--- src/rtl/fetch_stage.sv ---
// ============================================================================
// fetch_stage
// ----------------------------------------------------------------------------
// Instruction-fetch stage of the rv32i pipeline. It holds the program counter
// and drives it to the combinational instruction memory. The word that comes
// back is captured into the IF/ID pipeline register.
//
// The stage also handles:
//   - stalls and flushes from the hazard unit,
//   - redirects from EX for taken branches, jal and jalr,
//   - parking fetch once an EBREAK reaches decode.
//
// Ports:
//   clk        - rising-edge clock
//   reset      - asynchronous, active-high reset
//   StallF     - hold the PC
//   StallD     - hold the IF/ID register
//   FlushD     - replace the IF/ID contents with a bubble
//   PCSrcE     - EX-stage redirect request
//   PCTargetE  - redirect target address
//   InstrF     - instruction word for PCF, returned in the same cycle
//   PCF        - fetch address to instruction memory
//   InstrD     - IF/ID instruction
//   PCD        - IF/ID PC
//   PCPlus4D   - IF/ID PC+4
//   ValidD     - IF/ID holds a real instruction (or a fault marker)
//   FaultD     - IF/ID slot came from a misaligned or out-of-range fetch
//   HaltedF    - fetch is parked after an EBREAK
// ============================================================================
module fetch_stage #(
    parameter logic [31:0] RESET_PC   = 32'h0000_0000,
    parameter int          IMEM_WORDS = 2048
) (
    input  logic        clk,
    input  logic        reset,
    input  logic        StallF,
    input  logic        StallD,
    input  logic        FlushD,
    input  logic        PCSrcE,
    input  logic [31:0] PCTargetE,
    input  logic [31:0] InstrF,
    output logic [31:0] PCF,
    output logic [31:0] InstrD,
    output logic [31:0] PCD,
    output logic [31:0] PCPlus4D,
    output logic        ValidD,
    output logic        FaultD,
    output logic        HaltedF
);

    localparam logic [1:0] ST_BOOT = 2'd0;
    localparam logic [1:0] ST_RUN  = 2'd1;
    localparam logic [1:0] ST_HALT = 2'd2;

    localparam logic [31:0] NOP_INSTR    = 32'h0000_0013;
    localparam logic [31:0] EBREAK_INSTR = 32'h0010_0073;

    // Word-index bound used to detect fetches that fall past the end of memory.
    localparam logic [29:0] IMEM_LIMIT = 30'(IMEM_WORDS);

    logic [1:0]  state_q,  state_d;
    logic [31:0] pc_q,     pc_d;
    logic [31:0] instr_q,  instr_d;
    logic [31:0] pcd_q,    pcd_d;
    logic [31:0] pcp4_q,   pcp4_d;
    logic        valid_q,  valid_d;
    logic        fault_q,  fault_d;

    logic [31:0] pc_plus4;
    logic        fetch_fault;

    // Next-state logic for the PC, the boot/run/halt FSM and the IF/ID register.
    //
    // A redirect always squashes whatever is being fetched, because the fetch
    // is on the wrong path. During BOOT the PC is pinned to RESET_PC for one
    // cycle, so the first real fetch happens one cycle after reset releases.
    always_comb begin
        pc_plus4    = pc_q + 32'd4;
        fetch_fault = (pc_q[1:0] != 2'b00) || (pc_q[31:2] >= IMEM_LIMIT);

        state_d = state_q;
        pc_d    = pc_q;
        instr_d = instr_q;
        pcd_d   = pcd_q;
        pcp4_d  = pcp4_q;
        valid_d = valid_q;
        fault_d = fault_q;

        // PC and FSM
        if (state_q == ST_BOOT) begin
            pc_d    = RESET_PC;
            state_d = ST_RUN;
        end else if (PCSrcE) begin
            pc_d = PCTargetE;
            if (state_q == ST_HALT) begin
                state_d = ST_RUN;
            end
        end else if (StallF || (state_q == ST_HALT)) begin
            pc_d = pc_q;
        end else begin
            pc_d = pc_plus4;
        end

        // IF/ID register
        if ((state_q == ST_BOOT) || FlushD || PCSrcE) begin
            instr_d = NOP_INSTR;
            pcd_d   = 32'd0;
            pcp4_d  = 32'd0;
            valid_d = 1'b0;
            fault_d = 1'b0;
        end else if (StallD) begin
            instr_d = instr_q;
        end else if (state_q == ST_HALT) begin
            instr_d = NOP_INSTR;
            pcd_d   = 32'd0;
            pcp4_d  = 32'd0;
            valid_d = 1'b0;
            fault_d = 1'b0;
        end else if (fetch_fault) begin
            // The fault is passed down as a marked slot so a later stage can
            // raise the exception. The fetched word itself is not trusted.
            instr_d = NOP_INSTR;
            pcd_d   = pc_q;
            pcp4_d  = pc_plus4;
            valid_d = 1'b1;
            fault_d = 1'b1;
        end else begin
            instr_d = InstrF;
            pcd_d   = pc_q;
            pcp4_d  = pc_plus4;
            valid_d = 1'b1;
            fault_d = 1'b0;
            if (InstrF == EBREAK_INSTR) begin
                state_d = ST_HALT;
            end
        end
    end

    // State registers with asynchronous reset.
    always_ff @(posedge clk or posedge reset) begin
        if (reset) begin
            state_q <= ST_BOOT;
            pc_q    <= RESET_PC;
            instr_q <= NOP_INSTR;
            pcd_q   <= 32'd0;
            pcp4_q  <= 32'd0;
            valid_q <= 1'b0;
            fault_q <= 1'b0;
        end else begin
            state_q <= state_d;
            pc_q    <= pc_d;
            instr_q <= instr_d;
            pcd_q   <= pcd_d;
            pcp4_q  <= pcp4_d;
            valid_q <= valid_d;
            fault_q <= fault_d;
        end
    end

    assign PCF      = pc_q;
    assign InstrD   = instr_q;
    assign PCD      = pcd_q;
    assign PCPlus4D = pcp4_q;
    assign ValidD   = valid_q;
    assign FaultD   = fault_q;
    assign HaltedF  = (state_q == ST_HALT);

endmodule

--- config.mk ---
export PLATFORM = sky130hd
export DESIGN_NAME = fetch_stage
export DESIGN_NICKNAME = d
export VERILOG_FILES = /design/src/rtl/fetch_stage.sv
export SDC_FILE = /design/constraint.sdc
export NUM_CORES = 1
export LEC_CHECK = 0
export BUFFER_PORTS_ARGS = -buffer_cell sky130_fd_sc_hd__buf_2
export CAP_MARGIN = 25
export CORE_ASPECT_RATIO = 1.5
export CORE_MARGIN = 2
export CORE_UTILIZATION = 46
export DETAILED_ROUTE_END_ITERATION = 10
export GPL_ROUTABILITY_DRIVEN = 1
export PLACE_DENSITY = 0.77
export SYNTH_ARGS = -nofsm -noshare
export SYNTH_HDL_FRONTEND = slang
export SYNTH_SLANG_ARGS = --single-unit
--- constraint.sdc ---
create_clock -name clk -period 4.35 [get_ports clk]
set_input_delay 0.87 -clock clk [delete_from_list [all_inputs] [get_ports clk]]
set_output_delay 0.87 -clock clk [all_outputs]
set_load 0.01 [all_outputs]
==> metrics.yaml, run 1 <==
cts.sinks: 130
finalSetupViolCount: 0
core_um2: 12800
timing.slew.headroom_pct: 31.8
htree_levels: 4
regToRegSetupSlack_ns: 1.84
min_path_type: "input port to asynchronous set/reset pin"
crit_path_max_fanout: 6
yosys_warnings: 0
synthesis.nets: 652
leakagePower_uw: 0.00381
fin_nets: 831
p_per_area_nw_per_um2: 407
synth_top_area_share_pct: 53.0
fillCellCount: 1092
async_reset_ff_share_pct: 100
gp_congestion: 0.887
synthTopCellsByCount: "dfrtp_1, nand2_1, a22o_1, o21ai_0, clkbuf_1"
critPathLaunchType: "flip-flop"
dp.cells: 896
postSynthCellCount: 580
synth_area_leaders: "dfrtp_1, a22o_1, nand2_1"
min_period_over_period_pct: 57.8
vdd.ir_drop.worst_uv: 237
hold_viol: 0
cts.clk_slew.worst_paths_ns: 0.06
rsz0062_at_grt: "no"
avgSynthCellArea_um2: 10.3
synth-main-ff-cell: "dfrtp_1"
fmax_mhz: 398
antenna_cells: 0
wl_per_cell_um: 19.5
vias: 5370
postCtsSetupBuffers: 0
yosysMostFrequentCell: "dfrtp_1"
holdBufCountCts: 0
synth_area_leader_cell: "dfrtp_1"
final_cells: 931
die-area_um2: 14000
grt_pass1_wl_um: 28200
drc: 0
p_total_uw: 3150
die_height_um: 144
tightest_slew_ns: 1.02
cts_buffers: 17
ant_nets: 0
die_width_um: 97.2
grt_max_degree: 110
drive_above_1_share_pct: 33.5
max_cap_violations: 0
cts-root-buf: "clkbuf_16"
grt-ovfl-total: 0
totalWireLength_um: 18100
placementRows: 51
io_pins: 201
dpl.hpwl_um: 12600
first_pass_iters: 5
ys_seq_elements: 130
clock_latency_ns: 0.42
grt_usage_pct: 25.8
syn_area_um2: 5990
worst_setup_path_end_kind: "flip-flop"
worstPathArrival_ns: 2.79
period_minus_slack_ns: 2.51
drt_iter0_drc: 331
grt_pass1_vias: 5338
yosysSeqAreaShare_pct: 54.4
synth_edf_count: 0
crit_type: "flip-flop to flip-flop"
fin_tns_setup_ns: 0
cts_resized: 0
via_per_inst: 5.77
cts_tree: "yes"
io_buffers: 200
initial_core_util_pct: 46.7
finalClockSkew_ns: 0.00677
clockBufferDepth: 2
synth_cell_type_count: 51
antenna_found_initial: 0
status: "finished clean"
drv_slew: 0
required_ns: 4.63
syn2layout_area_growth_pct: 28.8
area by class of cell:
cell class	count	area, um^2	area share, %
clock buffers	21	480	6.22
clock inverters	11	126	1.64
inverters	8	35.0	0.454
multi-input cells	392	2510	32.5
flip-flops and latches	130	3260	42.2
well taps	159	199	2.58
repair buffers	210	1110	14.4
layout by cell type, fill, tap and decap left out, types with 2 or more instances in the layout:
cell type	synthesis	final
a2bb2oi_1	2	2
a21boi_0	2	2
o221ai_1	7	7
nor4_1	13	13
dfrtp_1	127	127
and2_1	4	4
clkbuf_8	0	4
nand4_1	12	12
buf_16	0	2
xnor2_1	22	22
ha_1	2	2
dfstp_2	3	3
clkbuf_16	0	17
or4_1	2	2
bufinv_16	0	2
buf_4	2	7
clkinv_2	0	2
and4_1	4	4
a21oi_1	30	30
nor2_1	26	25
inv_6	0	3
nor3_1	10	10
buf_2	6	200
xor2_1	21	21
or2_2	2	2
nand2_1	75	75
mux2i_1	10	10
nand3_1	11	11
o21ai_0	50	50
clkinvlp_4	0	4
or4_4	2	2
inv_1	8	7
a22o_1	60	60
nor2b_1	2	2
flip-flops by register name, indices dropped and copies added, names as in the netlist:
register / cells
ValidD: 1
state_q: 2
PCD: 32
FaultD: 1
PCPlus4D: 30
InstrD: 32
PCF: 32
stage by stage:
step | setup slack [ns] | instance area [um^2] | hold slack [ns] | utilization, %
global route | 1.65 | 7720 | 0.326 | 60.2
floorplan | 0.0156 | 5990 | 0.506 | -
global placement | 1.71 | 7050 | 0.460 | 55.0
CTS | 1.78 | 7660 | 0.478 | 59.7
finish | 1.84 | 7720 | 0.336 | 60.2
detailed placement | 1.63 | 7050 | 0.466 | 55.0
path summary, 6_finish.rpt:
| check | startpoint | endpoint | depth (start not counted) |
|---|---|---|---|
| min in group clk | PCPlus4D[27]$_DFFE_PP0P_ | PCPlus4D[27]$_DFFE_PP0P_ | 2 |
| max | PCF[30]$_DFFE_PP0P_ | state_q[0]$_DFF_PP0_ | 5 |
| max reg2reg | PCF[30]$_DFFE_PP0P_ | state_q[0]$_DFF_PP0_ | 5 |
| max in group asynchronous | reset | PCF[4]$_DFFE_PP0P_ | 4 |
| min reg2reg | PCPlus4D[27]$_DFFE_PP0P_ | PCPlus4D[27]$_DFFE_PP0P_ | 2 |
| min | reset | InstrD[13]$_DFFE_PP0P_ | 2 |
worst max-delay path, stage by stage (launching register included):
cell and delay (ns):
dfrtp_1 0.50, nor3_1 0.45, nand4_1 0.16, or4_1 0.61, nor4_1 0.52, mux2i_1 0.13
cell families (layout without fill, tap and decap cells):
group	count (synthesis)	in the layout	share of synthesized area (%)
XOR/XNOR	43	43	6.29
AO/OA/AOI/OAI	159	159	18.2
buffers and inverters	58	250	4.01
AND/OR/NAND/NOR	178	178	15.1
adder cells (fa/ha/maj)	2	2	0.418
flip-flops	130	130	54.4
multiplexers	10	10	1.67
where the power goes:
| part | switching (uW) | internal [uW] | total, uW | leakage, uW |
|---|---|---|---|---|
| clock network | 550 | 907 | 1460 | 0.000288 |
| registers | 91.4 | 1260 | 1350 | 0.00172 |
| logic | 197 | 138 | 334 | 0.00181 |
layer usage:
layer / wire length (um) / GRT usage [%] / vias up
met2: 9500 / 43.6 / 241
li1: - / - / 2448
met3: 1050 / 6.08 / 40
met4: 590 / 11.9 / 0
met1: 7000 / 31.4 / 2641
met5: 0 / 0 / -
Power figures use the tool's default switching activity.
==> run 2, diff against run 1 <==
Settings changed: ABC_AREA set to 1, CORE_UTILIZATION 46 to 47.
Clock period 4.35 ns to 2.3 ns, I/O delays scaled along.
==> metrics.yaml, run 2 <==
status: "finished clean"
synth_top_area_share_pct: 49.2  # -3.9 points
leakagePower_uw: 0.00453  # +19%
htree_levels: 4  # unchanged
first_pass_iters: 5  # unchanged
wl_met1_um: 7880  # +13%
clockBufferDepth: 2  # unchanged
fmax_mhz: 505  # +27%
worstPathArrival_ns: 2.32  # -0.47 ns
holdBufCountCts: 0  # unchanged
die_width_um: 99.8  # +2.6%
ant_nets: 0  # unchanged
syn_area_um2: 6460  # +7.9%
grt_max_degree: 131  # +19%
route.met3.wl_um: 1350  # +29%
wl_per_cell_um: 17.3  # -11%
synth_area_leaders: "dfrtp_1, nand2_1, nand3_1"
yosysSeqAreaShare_pct: 50.4  # -4.0 points
dpl.hpwl_um: 15800  # +25%
core_um2: 13500  # +5.0%
drc: 0  # unchanged
final_common_cell: "nand2_1"
grt_usage_pct: 29.5  # +3.7 points
final_cell_mix: "nand2_1, buf_2, dfrtp_1"
route.met2.wl_um: 10700  # +12%
finalSetupViolCount: 0  # unchanged
cts.sinks: 130  # unchanged
slowest_delay_ns: 0.42  # -0.19 ns
p_per_area_nw_per_um2: 768  # +89%
antenna_found_initial: 0  # unchanged
die_height_um: 148  # +2.7%
async_reset_ff_share_pct: 100  # unchanged
clock_latency_ns: 0.42  # about the same
place_area_um2: 7620  # +8.1%
via_per_inst: 5.43  # -5.9%
synthesis.nets: 926  # +42%
required_ns: 2.64  # -1.99 ns
drive_above_1_share_pct: 24.8  # -8.8 points
fillCellCount: 1297  # +19%
post-place-ws_ns: 0.422  # -1.21 ns
p_total_uw: 6340  # +100%
postCtsSetupBuffers: 0  # unchanged
drv_slew: 0  # unchanged
postSynthCellCount: 854  # +47%
path_cells: "ha_1, nand2_1, nor2_1, nand2_1, nor2_1, nand2_1, nand2_1, nand3_1, a21oi_1"
cp_slowest_cell: "dfrtp_1"
max_cap_violations: 0  # unchanged
io_pins: 201  # unchanged
io_buffers: 200  # unchanged
grt-ovfl-total: 0  # unchanged
vias: 6637  # +24%
gp_congestion: 1.03  # +16%
placementRows: 52  # +2.0%
synth-main-ff-cell: "dfrtp_1"
drt_iter0_drc: 539  # +63%
fin_tns_setup_ns: 0  # unchanged
crit_path_max_fanout: 7  # +1
top_layer: "met4"
fin_ws_ns: 0.319  # -1.52 ns
cts.clk_slew.worst_paths_ns: 0.06  # about the same
yosys_warnings: 0  # unchanged
syn2layout_area_growth_pct: 27.7
rsz0062_at_grt: "no"
period_minus_slack_ns: 1.98  # -0.533 ns
avgSynthCellArea_um2: 7.57  # -27%
tightest_slew_ns: 0.727  # -0.296 ns
cts_buffers: 17  # unchanged
timing.slew.headroom_pct: 51.5  # +20 points
cts_tree: "yes"
crit_type: "flip-flop to flip-flop"
grt_pass1_wl_um: 33400  # +19%
totalWireLength_um: 21100  # +17%
fin_nets: 1120  # +35%
vdd.ir_drop.worst_uv: 460  # +94%
fin_area_um2: 8250  # +6.9%
synth_area_leader_cell: "dfrtp_1"
initial_core_util_pct: 48.0  # +1.3 points
ys_seq_elements: 130  # unchanged
antenna_cells: 0  # unchanged
synth_cell_type_count: 32  # -37%
cts-root-buf: "clkbuf_16"
synth_edf_count: 0  # unchanged
min_path_type: "input port to asynchronous set/reset pin"
worst_setup_path_end_kind: "flip-flop"
hold_viol: 0  # unchanged
finalClockSkew_ns: 0.0140  # +0.00724 ns
yosysMostFrequentCell: "nand2_1"
grt_pass1_vias: 6500  # +22%
critPathLaunchType: "flip-flop"
synthTopCellsByCount: "nand2_1, dfrtp_1, nand3_1, nor2_1, inv_1"
path_common_cell: "nand2_1"
cts_resized: 0  # unchanged
die-area_um2: 14700  # +5.4%
min_period_over_period_pct: 86.1  # +28 points
==> run 2: changes by cell type in the layout (fill, tap and decap cells not counted), moves of 19 or more <==
cell / before / now
a22o_1: 60 / 3
xor2_1: 21 / 2
nand3_1: 11 / 116
nor2_1: 25 / 100
nand2_1: 75 / 277
inv_1: 7 / 63
xnor2_1: 22 / 0
==> run 2: per-layer routing <==
layer,GRT usage (%),up-vias
met5,0,-
met4,17.2,0
met3,5.44,70
met2,50.1,314
met1,34.5,3114
li1,-,3139
==> run 2: metrics by stage <==
| stage | std cells | hold slack (ns) | util [%] |
|---|---|---|---|
| CTS | 1223 | 0.275 | 61.3 |
| floorplan | 854 | 0.496 | - |
| global placement | 1191 | 0.456 | 56.6 |
| detailed placement | 1191 | 0.459 | 56.6 |
| global route | 1223 | 0.293 | 61.3 |
| finish | 1223 | 0.239 | 61.3 |
==> run 2: worst paths after layout <==
path,startpoint,endpoint,slack [ns],cells after the start
max in group asynchronous,reset,ValidD$_DFFE_PP0P_,1.51,3
min in group clk,InstrF[21],InstrD[21]$_DFFE_PP0P_,0.28,3
hold / removal,reset,FaultD$_DFFE_PP0P_,0.24,3
hold reg to reg,InstrD[7]$_DFFE_PP0P_,InstrD[7]$_DFFE_PP0P_,0.47,2
setup reg to reg,PCF[2]$_DFFE_PP0P_,PCF[28]$_DFFE_PP0P_,0.32,9
setup / recovery,PCF[2]$_DFFE_PP0P_,PCF[28]$_DFFE_PP0P_,0.32,9
==> run 2: cell type report <==
class                      count  area (um^2)  share of cell area, %
timing repair buffer         212         1150                   14.0
inverter                      69          263                   3.18
tap                          162          203                   2.46
clock buffer                  18          429                   5.20
clock inverter                14          201                   2.44
multi-input combinational    618         2750                   33.3
sequential                   130         3260                   39.5
==> run 2: logic make-up (layout without fill, tap and decap cells) <==
kind of cell | after synthesis | after routing | share of synthesized area [%]
xor gates and xnor gates | 2 | 2 | 0.271
and+or+nand+nor | 519 | 519 | 33.7
DFF | 130 | 130 | 50.4
AOI/OAI and AO/OA | 95 | 95 | 7.98
buffers and inverters | 106 | 313 | 7.28
adders and majority gates | 2 | 2 | 0.387
==> run 2: critical path: cells and delay by family, from the launching register on <==
family	cells	cell delay, ns
flops	1	0.42
fa+ha+maj	1	0.20
simple gates	7	1.12
compound gates	1	0.15
==> run 2: report_power, final <==
part	switching [uW]	leakage [uW]	internal (uW)	total, uW
Sequential	164	0.00171	2410	2570
Combinational	591	0.00252	294	885
Clock	1050	0.000302	1830	2880
==> run 3, diff against run 2 <==
Settings changed: CORE_UTILIZATION 47 to 55, PLACE_DENSITY 0.77 to 0.85.
Clock period 2.3 ns to 2.4 ns, I/O delays scaled along.
==> metrics.yaml, run 3 (synthesis gave the netlist of run 2 again) <==
fin_ws_ns: 0.401  # +0.0821 ns
grt-ovfl-total: 0  # unchanged
cts.sinks: 130  # unchanged
final_cells: 1214  # -0.74%
cts_buffers: 17  # unchanged
worst_setup_path_end_kind: "flip-flop"
io_buffers: 200  # unchanged
drt_iter0_drc: 555  # +3.0%
slowest_delay_ns: 0.46  # +0.04 ns
ant_nets: 0  # unchanged
finalSetupViolCount: 0  # unchanged
clockBufferDepth: 2  # unchanged
seq_area_um2: 3260  # unchanged
antenna_found_initial: 0  # unchanged
gp_congestion: 0.964  # -6.1%
cts-root-buf: "clkbuf_16"
grt_max_degree: 131  # unchanged
required_ns: 2.70  # +0.06 ns
placementRows: 48  # -7.7%
cp_top_family: "simple AND/OR/NAND/NOR gates"
initial_core_util_pct: 56.3  # +8.4 points
cts_resized: 0  # unchanged
rr_endpoint: "PCF[12]$_DFFE_PP0P_"
wl_per_cell_um: 16.7  # -3.4%
crit_path_max_fanout: 7  # unchanged
finalClockSkew_ns: 0.00751  # -0.00651 ns
tightest_slew_ns: 0.714  # -0.0134 ns
holdBufCountCts: 0  # unchanged
grt_usage_pct: 32.4  # +3.0 points
cts.clk_slew.worst_paths_ns: 0.06  # about the same
worstPathArrival_ns: 2.30  # -0.02 ns
timing.slew.headroom_pct: 52.4  # +0.89 points
final_cell_mix: "nand2_1, buf_2, dfrtp_1"
path_common_cell: "nand2_1"
drive_above_1_share_pct: 24.8  # about the same
cts_tree: "yes"
drv_slew: 0  # unchanged
ff2ff_path_depth: 9  # unchanged
rsz0062_at_grt: "no"
final_common_cell: "nand2_1"
r2r-start: "PCF[2]$_DFFE_PP0P_"
regToRegSetupSlack_ns: 0.40  # +0.08 ns
min_path_type: "input port to asynchronous set/reset pin"
fmax_mhz: 500  # -0.89%
critPathLaunchType: "flip-flop"
clock_latency_ns: 0.42  # about the same
htree_levels: 4  # unchanged
hold_viol: 0  # unchanged
cp_slowest_cell: "dfrtp_1"
leakagePower_uw: 0.00453  # -0.21%
die-area_um2: 12700  # -14%
fin_tns_setup_ns: 0  # unchanged
place_area_um2: 7600  # -0.23%
postCtsSetupBuffers: 0  # unchanged
die_height_um: 137  # -7.4%
dp.cells: 1182  # -0.76%
fin_nets: 1123  # +0.27%
via_per_inst: 5.46  # +0.67%
period_minus_slack_ns: 2.00  # +0.0179 ns
core_um2: 11500  # -15%
fin_area_um2: 8200  # -0.62%
die_width_um: 92.5  # -7.3%
antenna_cells: 0  # unchanged
crit_type: "flip-flop to flip-flop"
status: "finished clean"
vdd.ir_drop.worst_uv: 461  # +0.26%
io_pins: 201  # unchanged
first_pass_iters: 7  # +2
post-place-ws_ns: 0.468  # +0.0467 ns
dpl.hpwl_um: 14400  # -8.4%
p_per_area_nw_per_um2: 724  # -5.8%
vias: 6632  # -0.075%
path_cells: "ha_1, nand2_1, nor2_1, nand2_1, nor2_1, nand2_1, nand2_1, nor2_1, o21a_1"
syn2layout_area_growth_pct: 26.9
max_cap_violations: 0  # unchanged
final_util_pct: 71.5  # +10 points
grt_pass1_vias: 6318  # -2.8%
totalWireLength_um: 20300  # -4.1%
grt_pass1_wl_um: 31500  # -5.8%
fillCellCount: 966  # -26%
min_period_over_period_pct: 83.3  # -2.8 points
cp_num_buf_inv: 0  # unchanged
drc: 0  # unchanged
multi_input_area_um2: 2750  # unchanged
-- run 3: cell count changes in the layout (fill, tap and decap cells not counted), sizes merged --
cell      before  now
inv           72   68
bufinv         4    3
buf          212  215
clkbuf        18   22
clkinvlp       3    4
-- run 3: final cells by class --
cell class | count | share of cell area [%]
inverters | 69 | 3.20
clock buffers | 22 | 5.66
clock inverters | 10 | 1.62
multi-input cells | 618 | 33.5
repair buffers | 215 | 14.0
well taps | 150 | 2.29
flip-flops and latches | 130 | 39.7
-- run 3: how the worst max path moves through the flow --
| stage | from | to | slack, ns | cells after the start |
|---|---|---|---|---|
| after CTS | PCF[3]$_DFFE_PP0P_ | PCF[12]$_DFFE_PP0P_ | 0.45 | 9 |
| after floorplan | reset | FaultD$_DFFE_PP0P_ | 0.31 | 1 |
| final | PCF[2]$_DFFE_PP0P_ | PCF[12]$_DFFE_PP0P_ | 0.40 | 9 |
| after global placement | PCF[3]$_DFFE_PP0P_ | PCF[12]$_DFFE_PP0P_ | 0.53 | 9 |
| after detailed placement | PCF[3]$_DFFE_PP0P_ | PCF[12]$_DFFE_PP0P_ | 0.47 | 9 |
| after global routing | PCF[3]$_DFFE_PP0P_ | PCF[12]$_DFFE_PP0P_ | 0.30 | 9 |
-- run 3: stage by stage --
step	total power (uW)	hold WS [ns]
2_1_floorplan	2930	0.496
3_3_place_gp	3290	0.457
3_5_place_dp	3310	0.460
4_1_cts	5920	0.297
5_1_grt	6130	0.310
6_report	5940	0.233
-- run 3: power breakdown --
part	leakage [uW]	internal, uW	switching, uW
clock	0.000286	1680	967
combinational	0.00253	284	550
sequential	0.00171	2310	144
total	0.00453	4270	1660
-- run 3: tightest hold or removal path, cell delays in order --
cell	delay [ns]
buf_2	0.11
clkinvlp_4	0.07
buf_12	0.47
-- run 3: routing by layer --
metal / share of wire (%) / up-vias / track usage, %
li1: - / 3134 / -
met1: 37 / 3101 / 37.8
met5: 0 / - / 0
met4: 4.9 / 0 / 18.7
met2: 51 / 322 / 56.0
met3: 6.8 / 75 / 6.00
